<file path="config.mk">
export PLATFORM = sky130hd
export DESIGN_NAME = game_fsm_ctrl
export DESIGN_NICKNAME = d
export VERILOG_FILES = /design/src/rtl/game_fsm_ctrl.sv
export SDC_FILE = /design/constraint.sdc
export NUM_CORES = 1
export LEC_CHECK = 0
export CORE_UTILIZATION = 64
export CTS_BUF_LIST = sky130_fd_sc_hd__clkbuf_16
export CTS_CLUSTER_SIZE = 25
export DETAILED_ROUTE_END_ITERATION = 10
export PLACE_DENSITY = 0.86
export SLEW_MARGIN = 5
export SYNTH_ARGS = -nofsm -noshare
export SYNTH_HDL_FRONTEND = slang
export SYNTH_SLANG_ARGS = --single-unit
</file>
<file path="constraint.sdc">
create_clock -name clk -period 7.2 [get_ports clk]
set_clock_uncertainty 0.05 [all_clocks]
set_input_delay 1.08 -clock clk [delete_from_list [all_inputs] [get_ports clk]]
set_output_delay 1.08 -clock clk [all_outputs]
set_load 0.01 [all_outputs]
</file>
<file path="src/rtl/game_fsm_ctrl.sv">
// game_fsm_ctrl
//   Game-state sequencer for the snake game. It runs the RESTART/START/PLAY/DIE
//   flow and adds multiple lives with a respawn phase, a pause mode, a WIN state
//   at a configurable packed-BCD score, and rising-edge detection on the keys.
//   Every output is registered.
//
// Ports
//   clk        system clock
//   rst_n      asynchronous active-low reset
//   hitwall    snake head hit wall (level, sampled in PLAY)
//   hitbody    snake head hit body (level, sampled in PLAY)
//   key        start/restart button (level, rising edge used)
//   pause_key  pause toggle button (level, rising edge used)
//   point      current score, 4-digit packed BCD
//   status     state code: 0 RESTART, 1 START, 2 PLAY, 3 DIE, 4 PAUSE,
//              5 RESPAWN, 6 WIN
//   die        snake visible (1) / blanked (0)
//   restart    high while in RESTART
//   score_flag high while in DIE or WIN
//   lives      remaining lives
module game_fsm_ctrl #(
  parameter int unsigned RESTART_CYC = 21,
  parameter int unsigned BLINK_CYC   = 25_000_000,
  parameter int unsigned BLINK_NUM   = 6,
  parameter int unsigned HOLD_CYC    = 200_000_000,
  parameter int unsigned RESPAWN_CYC = 50_000_000,
  parameter int unsigned LIFE_W      = 2,
  parameter int unsigned LIVES       = 3,
  parameter logic [15:0] WIN_POINT   = 16'h0100
) (
  input  logic              clk,
  input  logic              rst_n,
  input  logic              hitwall,
  input  logic              hitbody,
  input  logic              key,
  input  logic              pause_key,
  input  logic [15:0]       point,
  output logic [2:0]        status,
  output logic              die,
  output logic              restart,
  output logic              score_flag,
  output logic [LIFE_W-1:0] lives
);

  localparam int unsigned MAX_RH  = (RESTART_CYC > HOLD_CYC) ? RESTART_CYC : HOLD_CYC;
  localparam int unsigned CNT_MAX = (MAX_RH > RESPAWN_CYC) ? MAX_RH : RESPAWN_CYC;
  localparam int unsigned CNT_W   = $clog2(CNT_MAX + 1);
  localparam int unsigned PH_W    = (BLINK_CYC > 1) ? $clog2(BLINK_CYC) : 1;
  localparam int unsigned BLK_W   = (BLINK_NUM > 0) ? $clog2(BLINK_NUM + 1) : 1;

  localparam logic [CNT_W-1:0]  RESTART_END = CNT_W'(RESTART_CYC);
  localparam logic [CNT_W-1:0]  HOLD_END    = CNT_W'(HOLD_CYC);
  localparam logic [CNT_W-1:0]  RESPAWN_END = CNT_W'(RESPAWN_CYC - 1);
  localparam logic [PH_W-1:0]   PH_END      = PH_W'(BLINK_CYC - 1);
  localparam logic [BLK_W-1:0]  BLK_END     = BLK_W'(BLINK_NUM);
  localparam logic [LIFE_W-1:0] LIVES_INIT  = LIFE_W'(LIVES);

  typedef enum logic [2:0] {
    S_RESTART = 3'd0,
    S_START   = 3'd1,
    S_PLAY    = 3'd2,
    S_DIE     = 3'd3,
    S_PAUSE   = 3'd4,
    S_RESPAWN = 3'd5,
    S_WIN     = 3'd6,
    S_BAD     = 3'd7
  } state_t;

  state_t            state_q, state_d;
  logic [CNT_W-1:0]  cnt_q, cnt_d;
  logic [PH_W-1:0]   phase_q, phase_d;
  logic [BLK_W-1:0]  blink_q, blink_d;
  logic              die_q, die_d;
  logic              restart_q, restart_d;
  logic              flag_q, flag_d;
  logic [LIFE_W-1:0] lives_q, lives_d;
  logic              key_q, pause_q;

  logic key_rise, pause_rise, hit, win_reached;

  assign key_rise    = key & ~key_q;
  assign pause_rise  = pause_key & ~pause_q;
  assign hit         = hitwall | hitbody;
  // Packed BCD orders the same way as unsigned binary, so a plain compare works.
  assign win_reached = (point >= WIN_POINT);

  // State and output registers.
  always_ff @(posedge clk or negedge rst_n) begin
    if (!rst_n) begin
      state_q   <= S_RESTART;
      cnt_q     <= '0;
      phase_q   <= '0;
      blink_q   <= '0;
      die_q     <= 1'b1;
      restart_q <= 1'b0;
      flag_q    <= 1'b0;
      lives_q   <= LIVES_INIT;
      key_q     <= 1'b0;
      pause_q   <= 1'b0;
    end else begin
      state_q   <= state_d;
      cnt_q     <= cnt_d;
      phase_q   <= phase_d;
      blink_q   <= blink_d;
      die_q     <= die_d;
      restart_q <= restart_d;
      flag_q    <= flag_d;
      lives_q   <= lives_d;
      key_q     <= key;
      pause_q   <= pause_key;
    end
  end

  // Next-state decision.
  always_comb begin
    state_d = state_q;
    case (state_q)
      S_RESTART: if (cnt_q >= RESTART_END) state_d = S_START;
      S_START:   if (key_rise) state_d = S_PLAY;
      S_PLAY: begin
        if (hit)              state_d = (lives_q > LIFE_W'(1)) ? S_RESPAWN : S_DIE;
        else if (win_reached) state_d = S_WIN;
        else if (pause_rise)  state_d = S_PAUSE;
      end
      S_PAUSE:   if (pause_rise) state_d = S_PLAY;
      S_RESPAWN: if (cnt_q >= RESPAWN_END) state_d = S_PLAY;
      S_DIE:     if (key_rise && (cnt_q == HOLD_END)) state_d = S_RESTART;
      S_WIN:     if (key_rise) state_d = S_RESTART;
      default:   state_d = S_RESTART;
    endcase
  end

  // Next values of the counters and registered outputs.
  always_comb begin
    cnt_d     = cnt_q;
    phase_d   = phase_q;
    blink_d   = blink_q;
    die_d     = die_q;
    lives_d   = lives_q;
    restart_d = (state_d == S_RESTART);
    flag_d    = (state_d == S_DIE) || (state_d == S_WIN);
    case (state_q)
      S_RESTART: begin
        if (state_d == S_START) begin
          cnt_d   = '0;
          lives_d = LIVES_INIT;
          die_d   = 1'b1;
        end else begin
          cnt_d = cnt_q + CNT_W'(1);
        end
      end
      S_PLAY: begin
        if (state_d == S_RESPAWN) begin
          lives_d = lives_q - LIFE_W'(1);
          die_d   = 1'b0;
          cnt_d   = '0;
        end else if (state_d == S_DIE) begin
          lives_d = '0;
          cnt_d   = '0;
          phase_d = '0;
          blink_d = '0;
        end
      end
      S_RESPAWN: begin
        if (state_d == S_PLAY) begin
          die_d = 1'b1;
          cnt_d = '0;
        end else begin
          cnt_d = cnt_q + CNT_W'(1);
        end
      end
      S_DIE: begin
        if (blink_q >= BLK_END) die_d = 1'b1;
        if (state_d == S_RESTART) begin
          die_d = 1'b1;
          cnt_d = '0;
        end else if (cnt_q < HOLD_END) begin
          cnt_d = cnt_q + CNT_W'(1);
          // phase tracks cnt modulo BLINK_CYC, so a wrap marks a nonzero multiple
          if (phase_q == PH_END) begin
            phase_d = '0;
            if (blink_q < BLK_END) begin
              die_d   = ~die_q;
              blink_d = blink_q + BLK_W'(1);
            end
          end else begin
            phase_d = phase_q + PH_W'(1);
          end
        end
      end
      S_WIN: begin
        die_d = 1'b1;
        if (state_d == S_RESTART) cnt_d = '0;
      end
      S_START, S_PAUSE: ;
      default: begin
        cnt_d   = '0;
        phase_d = '0;
        blink_d = '0;
        die_d   = 1'b1;
      end
    endcase
  end

  assign status     = state_q;
  assign die        = die_q;
  assign restart    = restart_q;
  assign score_flag = flag_q;
  assign lives      = lives_q;

endmodule
</file>
==> impl_metrics.ini <==
[status]
outcome = finished with violations
violations = DRC

[floorplan]
rows = 29
ios = 30
die_w_um = 83.9
dieArea_um2 = 7040
die_h_um = 83.9
core_area_um2 = 6420
start_util_pct = 66.9

[clock_network]
postCtsSetupBuffers = 0
cts_tree = done
postCtsHoldBufs = 0
insertion_delay_ns = 0.34
cts_root_buf = clkbuf_16
cts_buffers = 9
cts.clk_slew.worst_paths_ns = 0.05
htree_levels = 3
cts.sinks = 66
cts_resized = 0
cts_buffer_depth = 2

[route]
postRouteAntennaNets = 0
drc_errors = 2
wl_met2_mm = 5.13
vias = 4119
drt_first_pass_iters = 8
top_layer = met4
postRouteWirelength_mm = 10.6
wl_met3_um = 705
met1_length_mm = 4.57
drt_iter0_drc = 478
wl_per_cell_um = 18.3
viasPerCell = 7.11

[logic_synthesis]
synth_compound_area_share_pct = 26.2
synth-simple-area-share_pct = 27.1
yosysTopAreaCell = dfrtp_1
synth.area.top_cells = dfrtp_1 (37%), nand2_1 (5.3%), o21ai_0 (4.5%)
synth_top_cell_area_share_pct = 36.7
synthXorXnorAreaFrac_pct = 0.408
syn_area_um2 = 4300
syn_nets = 525
synth_top_family_by_area = simple AND/OR/NAND/NOR gates
async_flop_share_pct = 100
yosysWarnings = 0
synth.ff_latch_count = 66
synthCells = 495
ys_types = 65
seq_area_frac_synth_pct = 38.5
synthAdderAreaFrac_pct = 2.33
synth_edf_count = 0
ys.flop_type = dfrtp_1
syn_area_per_cell_um2 = 8.68
synth_mux_area_share_pct = 0.524

[placed_design]
dp_hpwl_mm = 6.88
placed_area_um2 = 4450
place_congestion = 0.904
numPortBuffers = 21

[sta]
finalCriticalPeriod_ns = 3.80
tightest_slew_ns = 0.928
finalCritPeriodShare_pct = 52.7
drv_slew = 0
hold_viol = 0
max_slew_margin_pct = 38.2
fin_setup_tns_ns = 0
rsz0062_at_grt = no
max_freq_mhz = 263
final-setup-viol-count = 0

[global_routing]
antenna_found_initial = 0
grt_overflow_total = 0
grt.total_usage_pct = 31.7
grt_max_degree = 67
grt_pass1_wl_mm = 17.9
first_global_vias = 3761

[power_and_ir_drop]
p_per_area_nw_per_um2 = 292
finalPower_uw = 1390
vdd_drop_max_uv = 209
p_leak_uw = 0.00194

[setup_path]
start_kind = input pin
endpoint_kind = flip-flop
crit_type = in -> reg
critPathMaxFanout = 30
critPathRequiredTime_ns = 7.35
cp.arrival_ns = 3.95

[final_layout]
drive_gt1_share_pct = 7.57
mostFrequentLayoutCells = dfrtp_1 (63), nand2_1 (61), o21ai_0 (39)
nNetsFinal = 527
diodes = 0
syn_to_final_growth_pct = 10.9
mostFrequentLayoutCell = dfrtp_1
design_area_um2 = 4760

[min_path]
hold_path.class = reg -> reg

[job]
maxCapViolCount = 0
metal layers:
metal | track usage (%) | vias to the layer above
met2 | 50.4 | 188
met1 | 43.5 | 2010
li1 | - | 1894
met4 | 11.8 | 0
met3 | 5.54 | 27
met5 | 0 | -
critical path: stages:
cell and delay [ns]:
clkdlybuf4s50_1 0.50, nand2b_1 0.11, nor4_1 0.41, a41o_1 0.43, nand3b_1 0.21, a221oi_2 0.29
buf_4 0.36, nand2b_4 0.39, o311ai_1 0.15
path summary, 6_finish.rpt:
path	startpoint	to	slack, ns	cells past startpoint
worst max register to register	cnt_q[12]	blink_q[0]	3.82	7
worst max-delay path	key	cnt_q[22]	3.40	9
max in group asynchronous	rst_n	cnt_q[16]	5.67	2
worst min-delay path	phase_q[4]	phase_q[4]	0.46	1
worst min register to register	phase_q[4]	phase_q[4]	0.46	1
min in group asynchronous	rst_n	phase_q[16]	0.88	2
synth_stat cells (2+ instances only):
| cell type | n |
|---|---|
| nor4_1 | 11 |
| nand4_1 | 11 |
| buf_6 | 3 |
| a22oi_1 | 2 |
| dfrtp_1 | 63 |
| and4_1 | 5 |
| o41ai_1 | 5 |
| nand2b_1 | 6 |
| nor3_1 | 9 |
| o211ai_1 | 3 |
| a21o_1 | 4 |
| and2_1 | 5 |
| buf_4 | 3 |
| nand4b_1 | 2 |
| nand3_1 | 21 |
| clkbuf_1 | 21 |
| a41o_1 | 2 |
| a221o_1 | 3 |
| o21ai_0 | 39 |
| a22o_1 | 5 |
| mux2_2 | 2 |
| o41ai_2 | 5 |
| nand3b_1 | 4 |
| o31ai_1 | 26 |
| nor2_1 | 32 |
| a21oi_1 | 19 |
| ha_1 | 8 |
| nor2b_1 | 10 |
| inv_1 | 13 |
| a41oi_1 | 4 |
| or3_1 | 7 |
| dfstp_2 | 3 |
| and3_1 | 13 |
| buf_2 | 4 |
| a211oi_1 | 4 |
| or2_2 | 3 |
| a2bb2oi_1 | 18 |
| nand2_1 | 61 |
| or4_4 | 2 |
| a31oi_1 | 4 |
| or4_1 | 6 |
power breakdown:
part	internal, uW	switching [uW]
clock	299	163
sequential	401	47.0
combinational	191	291
total	892	501
cell type report:
cell class	count	area, um^2
clock buffer	9	225
clock inverter	7	83.8
fill	492	1660
inverter	13	48.8
multi-input combinational	384	2430
sequential	66	1660
tap	77	96.3
timing repair buffer	23	220
logic make-up after synthesis:
kind of cell / count (synthesis)
simple gates: 217
xor+xnor: 2
compound gates: 155
buf+inv: 45
fa+ha+maj: 8
mux: 2
flops: 66
stage by stage:
stage                     utilization [%]  cells  hold WS, ns  setup WS, ns
final                                74.1    579        0.460          3.40
after global routing                 74.1    579        0.491          3.26
after CTS                            74.1    579        0.452          3.44
after detailed placement             69.3    563        0.441          3.19
after global placement               69.3    563        0.438          3.25
after floorplan                         -    495        0.412          4.33
state kept, by name, summed over array words and instances, names as in the netlist:
register / cells
lives: 2
pause_q: 1
phase_q: 25
cnt_q: 28
die: 1
blink_q: 3
status: 3
restart: 1
key_q: 1
score_flag: 1
(Power assumes the default switching activity.)
==> RTL edit, RTL diff (same flow settings) <==
The parameter `HOLD_CYC` goes from 200_000_000 to 400_000_000.
--- a/src/rtl/game_fsm_ctrl.sv
+++ b/src/rtl/game_fsm_ctrl.sv
@@ -22,7 +22,7 @@
   parameter int unsigned RESTART_CYC = 21,
   parameter int unsigned BLINK_CYC   = 25_000_000,
   parameter int unsigned BLINK_NUM   = 6,
-  parameter int unsigned HOLD_CYC    = 200_000_000,
+  parameter int unsigned HOLD_CYC    = 400_000_000,
   parameter int unsigned RESPAWN_CYC = 50_000_000,
   parameter int unsigned LIFE_W      = 2,
   parameter int unsigned LIVES       = 3,
Formal check against the unedited RTL: no difference found for any inputs over 10 cycles, from zero or initial values and one cycle with rst_n low; that may be too few to reach the edited logic, so the function may still have changed.
==> RTL edit against the unedited design <==
Total power increased by 3.4%; wire length decreased by 4.3%; final area decreased by 1.5%; sequential cell count increased by 1; critical path depth increased by 1; count of clock-buffer cells in the layout unchanged; sequential power increased by 4%; via count decreased by 1.8%; combinational power increased by 16%; synthesized area decreased by 2.5%; maximum frequency decreased by 20%; non-clock buffer count increased by 1; setup slack got worse by 950 ps.
==> RTL edit: results (changes against the unedited design) <==
[metrics] result of the run: complete, no violations
[metrics] area fraction in compound gates after synthesis: 24.4% (-1.8 points)
[metrics] crit path max fanout: 34 (+13%)
[metrics] via density per instance: 6.84 (-3.8%)
[metrics] initial drt markers: 261 (-45%)
[metrics] measured slew at the worst slew-check pin: 1230 ps (+301 ps)
[metrics] peak supply drop: 236 uV (+13%)
[metrics] power dissipated by switching net loads: 0.000597 W (+19%)
[metrics] registers with the most flip-flops: cnt_q: 29 flops, phase_q: 25 flops
[metrics] CP max stage delay: 980 ps (+480 ps)
[metrics] layout cell share with drive strength beyond 1: 8.37% (+0.80 points)
[metrics] most numerous cell types in the synthesized netlist: sky130_fd_sc_hd__dfrtp_1, sky130_fd_sc_hd__o21ai_0, sky130_fd_sc_hd__nand2_1, sky130_fd_sc_hd__nor2_1, sky130_fd_sc_hd__nand3_1
[metrics] Cell Area, Placed: 0.00440 mm^2 (-1.1%)
[metrics] Detailed Place HPWL: 6600 um (-4.1%)
[metrics] average routed wire per standard cell: 17.2 um (-6.3%)
[metrics] arithmetic-cell share of the synthesized area counting full adders, half adders and majority gates: 1.79% (-0.54 points)
[metrics] standard cell with the maximum stage delay on the critical path: sky130_fd_sc_hd__or2_1
[metrics] cell leakage power: 1.95 nW (+0.35%)
[metrics] number of different library cells in the post-synthesis netlist: 57 (-12%)
[metrics] global-route wire length before repair: 17600 um (-1.4%)
[metrics] largest net degree at the start of global routing: 68 (+1.5%)
[metrics] xor and xnor area share after synthesis: 0.418% (+0.010 points)
[metrics] proportion of synthesized chip area in sequential cells: 40.1% (+1.6 points)
[metrics] reg2reg setup slack: 2830 ps (-990 ps)
[metrics] signal arrival time at the worst endpoint: 4860 ps (+910 ps)
[metrics] total nets after synthesis: 524 (-0.19%)
[metrics] flip-flop count of the largest register after layout: 29 (+3.6%)
-- RTL edit: cell types whose count changed after synthesis, sizes merged, moves of 5 or more --
cell,unedited run,this run
a2bb2oi,18,2
and2,5,12
buf,11,5
nand2,61,53
nand3,22,36
nand4,11,17
nor2,33,48
o21ai,40,66
o31ai,26,21
or4,8,2
-- RTL edit: cell type report --
class                   count  area (um^2)
flip-flops and latches     67         1680
inverters                  11         41.3
fillers                   456         1660
multi-input cells         396         2360
clock buffers               9          225
clock inverters             7         60.1
repair buffers             24          228
well taps                  77         96.3
-- RTL edit: kinds of logic (layout without fill, tap and decap cells) --
kind of cell / count (synthesis) / in the layout
compound gates: 148 / 148
fa+ha+maj: 6 / 6
xor+xnor: 2 / 2
simple gates: 240 / 240
flops: 67 / 67
buf+inv: 33 / 51
-- RTL edit: metrics by stage --
step                      hold WS [ps]  util [%]  power, W  setup WS (ps)  cells
final                              426      73.9   0.00144           2450    591
after global routing               484      73.9   0.00152           2240    591
after CTS                          429      73.9   0.00144           2460    591
after detailed placement           419      69.4   0.00102           2130    575
after global placement             409      69.4  0.000998           2230    575
after floorplan                    393         -  0.000892           3810    496
-- RTL edit: routing by layer --
layer / track usage, % / share of wire [%]
met1: 42.3 / 44
met2: 51.0 / 48
met4: 9.40 / 1.2
met5: 0 / 0
met3: 6.36 / 6.7
-- RTL edit: power groups by stage --
stage	clock, W	sequential, W	combinational, W
2_1_floorplan	0	0.000454	0.000438
3_3_place_gp	0	0.000467	0.000531
3_5_place_dp	0	0.000468	0.000548
4_1_cts	0.000419	0.000462	0.000555
5_1_grt	0.000436	0.000471	0.000612
6_report	0.000417	0.000464	0.000558
-- RTL edit: worst paths after layout --
kind	start	to	depth (start not counted)
setup / recovery	key	cnt_q[18]$_DFFE_PN0P_	10
hold / removal	phase_q[21]$_DFFE_PN0P_	phase_q[21]$_DFFE_PN0P_	1
setup reg to reg	cnt_q[2]$_DFFE_PN0P_	cnt_q[18]$_DFFE_PN0P_	9
hold reg to reg	phase_q[21]$_DFFE_PN0P_	phase_q[21]$_DFFE_PN0P_	1
max in group asynchronous	rst_n	restart$_DFF_PN0_	2
min in group asynchronous	rst_n	phase_q[13]$_DFFE_PN0P_	2
